File: src/rtl/seven_seg_decoder.sv
// Registered 4-bit code to 7-segment + DP decoder for the shared segment bus; 1-cycle latency,
// no handshake: every edge captures the current inputs, lamp test over blank over decode.
module seven_seg_decoder #(
  parameter bit ACTIVE_LOW = 1'b1
) (
  input  logic       clk,
  input  logic       rst,
  input  logic [3:0] num,
  input  logic       dp_en,
  input  logic       blank,
  input  logic       lamp_test,
  output logic [7:0] digit_show
);

  typedef struct packed {
    logic       dp;
    logic [6:0] seg;  // {g,f,e,d,c,b,a}
  } seg_bus_t;

  localparam seg_bus_t BUS_DARK = '{dp: 1'b1, seg: 7'h7F};
  localparam seg_bus_t BUS_LIT  = '{dp: 1'b0, seg: 7'h00};

  logic [6:0] seg_al;
  seg_bus_t   bus_al;
  logic [7:0] bus_out;

  // Glyph table is held active-low; polarity is applied once at the register input.
  always_comb begin
    seg_al = 7'h7F;
    case (num)
      4'd0:    seg_al = 7'h40;
      4'd1:    seg_al = 7'h79;
      4'd2:    seg_al = 7'h24;
      4'd3:    seg_al = 7'h30;
      4'd4:    seg_al = 7'h19;
      4'd5:    seg_al = 7'h12;
      4'd6:    seg_al = 7'h02;
      4'd7:    seg_al = 7'h78;
      4'd8:    seg_al = 7'h00;
      4'd9:    seg_al = 7'h10;
      4'd10:   seg_al = 7'h7F;
      4'd11:   seg_al = 7'h3F;
      4'd12:   seg_al = 7'h06;
      4'd13:   seg_al = 7'h2F;
      4'd14:   seg_al = 7'h23;
      default: seg_al = 7'h7F;
    endcase
  end

  always_comb begin
    bus_al = '{dp: ~dp_en, seg: seg_al};
    if (lamp_test) begin
      bus_al = BUS_LIT;
    end else if (blank) begin
      bus_al = BUS_DARK;
    end
  end

  assign bus_out = ACTIVE_LOW ? bus_al : ~bus_al;

  always_ff @(posedge clk) begin
    if (rst) begin
      digit_show <= ACTIVE_LOW ? BUS_DARK : ~BUS_DARK;
    end else begin
      digit_show <= bus_out;
    end
  end

endmodule

File: config.mk
export PLATFORM = sky130hd
export DESIGN_NAME = seven_seg_decoder
export DESIGN_NICKNAME = d
export VERILOG_FILES = /design/src/rtl/seven_seg_decoder.sv
export SDC_FILE = /design/constraint.sdc
export NUM_CORES = 1
export LEC_CHECK = 0
export BUFFER_PORTS_ARGS = -buffer_cell sky130_fd_sc_hd__buf_2
export CAP_MARGIN = 30
export CORE_AREA = 5 5 42 44
export CTS_BUF_LIST = sky130_fd_sc_hd__clkbuf_4 sky130_fd_sc_hd__clkbuf_8
export DETAILED_ROUTE_END_ITERATION = 8
export DIE_AREA = 0 0 47 49
export GPL_ROUTABILITY_DRIVEN = 0
export GPL_TIMING_DRIVEN = 0
export MAX_ROUTING_LAYER = met4
export PLACE_DENSITY = 0.68
export SKIP_CTS_REPAIR_TIMING = 1
export SKIP_LAST_GASP = 1
export SYNTH_ARGS = -nofsm -noshare
export SYNTH_HDL_FRONTEND = slang
export SYNTH_SLANG_ARGS = --single-unit
File: constraint.sdc
create_clock -name clk -period 2.69 [get_ports clk]
set_clock_uncertainty 0.05 [all_clocks]
set_input_delay 0.538 -clock clk [delete_from_list [all_inputs] [get_ports clk]]
set_output_delay 0.538 -clock clk [all_outputs]
set_load 0.005 [all_outputs]
==> results.sh <==
export IMPL_outcome="finished, final reports clean"
export IMPL_critPathCapture="digit_show[5]$_SDFF_PP1_"
export IMPL_cts_buffers=3
export IMPL_vias_per_cell=5.27
export IMPL_dominant_cell_by_count_in_the_synthesized_netlist="sky130_fd_sc_hd__dfxtp_1"
export IMPL_yosys_cell_types=28
export IMPL_drt_initial_drc_count=7
export IMPL_min_tclk_post_route_ps=1420
export IMPL_cp_arrival_ps=1540
export IMPL_synth_cells=61
export IMPL_synth_async_reset_ratio_pct=0
export IMPL_grt_usage_pct=12.2
export IMPL_die_area_um2=2300
export IMPL_place_hpwl_um=947
export IMPL_io_pins=17
export IMPL_postSynthNetCount=76
export IMPL_yosysWarningCount=0
export IMPL_synth_simple_area_share_pct=22.9
export IMPL_placedCellCount=91
export IMPL_die_height_um=49
export IMPL_ctsLongestPathBuffers=2
export IMPL_grt_pass1_vias=468
export IMPL_worst_setup_hold_path_clk_slew_ps=50
export IMPL_synthTopCellsByCount="sky130_fd_sc_hd__dfxtp_1, sky130_fd_sc_hd__ha_1, sky130_fd_sc_hd__nor2b_1"
export IMPL_maximum_number_of_pins_on_one_net_before_global_route_repair=11
export IMPL_final_setup_viol_count=0
export IMPL_timing_worst_setup_path_type="input port to flop"
export IMPL_worst_setup_path_startpoint="num[0]"
export IMPL_ys_dominant_reg_cell="sky130_fd_sc_hd__dfxtp_1"
export IMPL_dpl_instance_area_um2=652
export IMPL_final_max_slew_viol_count=0
export IMPL_top_registers="digit_show (8)"
export IMPL_synth_adder_area_share_pct=13.4
export IMPL_dr_pass1_iters=5
export IMPL_largest_register_ff_count=8
export IMPL_crit_path_max_fanout=5
export IMPL_tightestPinTransition_ps=278
export IMPL_synth_mux_area_share_pct=0
export IMPL_yosys_register_bits=8
export IMPL_worst_hold_path_type="input port to flop"
export IMPL_root_buffer="sky130_fd_sc_hd__clkbuf_4"
export IMPL_die_width_um=47
export IMPL_grt_first_pass_wirelength_mm=1.97
export IMPL_slew_headroom_pct=81.3
export IMPL_wl_per_cell_um=12.6
export IMPL_synth_xor_xnor_area_share_pct=0
export IMPL_yosys_top_cells_area="sky130_fd_sc_hd__dfxtp_1, sky130_fd_sc_hd__ha_1, sky130_fd_sc_hd__o32ai_4"
export IMPL_cts_tree="yes"
export IMPL_dr_total_vias=495
export IMPL_insertedDiodeCount=0
export IMPL_synth_top_cell_by_area="sky130_fd_sc_hd__dfxtp_1"
export IMPL_irDropWorstVdd_v=0.000175
export IMPL_htree_num_levels=1
export IMPL_post_synth_top_area_fraction_pct=28.5
export IMPL_initial_core_util_pct=40.1
export IMPL_critical_path_startpoint_type="input port"
export IMPL_number_of_flops_mapped_to_enable_cells_by_yosys=0
export IMPL_dominant_combinational_cell_family_by_area_after_synthesis="compound AO/OA/AOI/OAI gates"
export IMPL_registers_top_by_ff_count="digit_show"
export IMPL_clkSinkCount=8
export IMPL_unrepaired_setup_endpoints_after_global_routing="false"
export IMPL_timing_final_hold_violations=0
export IMPL_area_delta_synth_final_pct=20.0
export IMPL_final_instance_count_without_filler_cells=94
export IMPL_powerDensity_nw_per_um2=435
export IMPL_number_of_antenna_violations_at_the_first_check_in_global_routing=0
export IMPL_io_buffer_count=14
export IMPL_num_fill_cells=145
export IMPL_ys_seq_area_share_pct=28.5
export IMPL_power_leakage_uw=0.000312
export IMPL_postSynthAreaPerCell_um2=9.21
export IMPL_area_inside_the_core_boundary_um2=1400
export IMPL_power_uw=293
export IMPL_num_rows=14
export IMPL_final_layout_size_suffix_gt1_share_pct=33.3
export IMPL_min_period_over_period_pct=52.7
export IMPL_maxClockFrequency_ghz=0.705
export IMPL_drcViolationCount=0
export IMPL_cp_data_required_time_ps=2810
export IMPL_final_setup_tns_ps=0
export IMPL_synthesis_area_um2=562
export IMPL_nets=95
export IMPL_critPathCaptureType="flop"
export IMPL_drtAntennaViolNets=0
export IMPL_globalRoute_totalOverflow=0
export IMPL_drt_total_wl_mm=1.19
export IMPL_synth_compound_area_share_pct=25.8
export IMPL_finish_instance_area_um2=674
export IMPL_drv_max_cap_violation_count=0
-- kinds of logic (layout without fill, tap and decap cells) --
logic type	count (synthesis)	in the layout
simple gates	21	21
fa+ha+maj	6	6
compound gates	18	18
buf+inv	8	25
flops	8	8
-- critical path, cell delays in order --
cell and delay [ps]:
sky130_fd_sc_hd__buf_2 130, sky130_fd_sc_hd__inv_1 100, sky130_fd_sc_hd__ha_1 220, sky130_fd_sc_hd__nor2b_1 130, sky130_fd_sc_hd__a211o_1 270, sky130_fd_sc_hd__a2bb2oi_1 160
-- where the power goes --
group	switching, uW	leakage, uW	internal (uW)	total [uW]
Clock	38.0	0.0000138	50.9	88.8
Combinational	38.3	0.000231	35.1	73.4
Sequential	1.94	0.0000673	129	131
Total	78.2	0.000312	215	293
-- layout make-up --
class / instances / area, um2 / area share [%]
well taps: 16 / 20.0 / 2.97
clock buffers: 3 / 22.5 / 3.34
inverters: 4 / 15.0 / 2.23
multi-input cells: 45 / 349 / 51.8
flip-flops and latches: 8 / 160 / 23.7
plain buffers: 4 / 37.5 / 5.57
repair buffers: 14 / 70.1 / 10.4
-- metal layers --
metal / up-vias / GRT usage [%] / wire length (um)
met2: 14 / 19.0 / 605
met4: 0 / 9.68 / 28
met5: - / - / 0
met1: 226 / 12.8 / 503
met3: 2 / 2.21 / 50
li1: 253 / - / -
-- placed cells by master, fill, tap and decap left out, types with 2 or more instances in the layout --
| cell | synthesis | routed |
|---|---|---|
| sky130_fd_sc_hd__buf_4 | 2 | 2 |
| sky130_fd_sc_hd__and2b_1 | 3 | 3 |
| sky130_fd_sc_hd__clkbuf_4 | 0 | 3 |
| sky130_fd_sc_hd__o21ai_0 | 3 | 3 |
| sky130_fd_sc_hd__ha_1 | 6 | 6 |
| sky130_fd_sc_hd__nand2b_1 | 2 | 2 |
| sky130_fd_sc_hd__nor3_1 | 3 | 3 |
| sky130_fd_sc_hd__a21oi_1 | 3 | 3 |
| sky130_fd_sc_hd__dfxtp_1 | 8 | 8 |
| sky130_fd_sc_hd__inv_1 | 3 | 3 |
| sky130_fd_sc_hd__a211o_1 | 3 | 3 |
| sky130_fd_sc_hd__buf_2 | 0 | 14 |
| sky130_fd_sc_hd__nor2_1 | 3 | 3 |
| sky130_fd_sc_hd__buf_6 | 2 | 2 |
| sky130_fd_sc_hd__nand2_1 | 2 | 2 |
| sky130_fd_sc_hd__nor2b_1 | 4 | 4 |
-- worst min-delay path by stage --
stage	start	to	slack, ps	depth (start not counted)
floorplan	blank	digit_show[6]$_SDFF_PP1_	660	2
global placement	rst	digit_show[7]$_SDFF_PP1_	720	2
detailed placement	rst	digit_show[7]$_SDFF_PP1_	720	2
CTS	rst	digit_show[7]$_SDFF_PP1_	460	2
global route	rst	digit_show[7]$_SDFF_PP1_	460	2
finish	rst	digit_show[7]$_SDFF_PP1_	470	2
-- through the flow --
step / setup WS [ps] / hold slack [ps] / util (%)
finish: 1270 / 470 / 48.1
global route: 1200 / 465 / 48.1
CTS: 1290 / 461 / 48.1
detailed placement: 1030 / 723 / 46.5
global placement: 1020 / 719 / 46.5
floorplan: 1200 / 660 / -
Power figures use the tool's default switching activity.
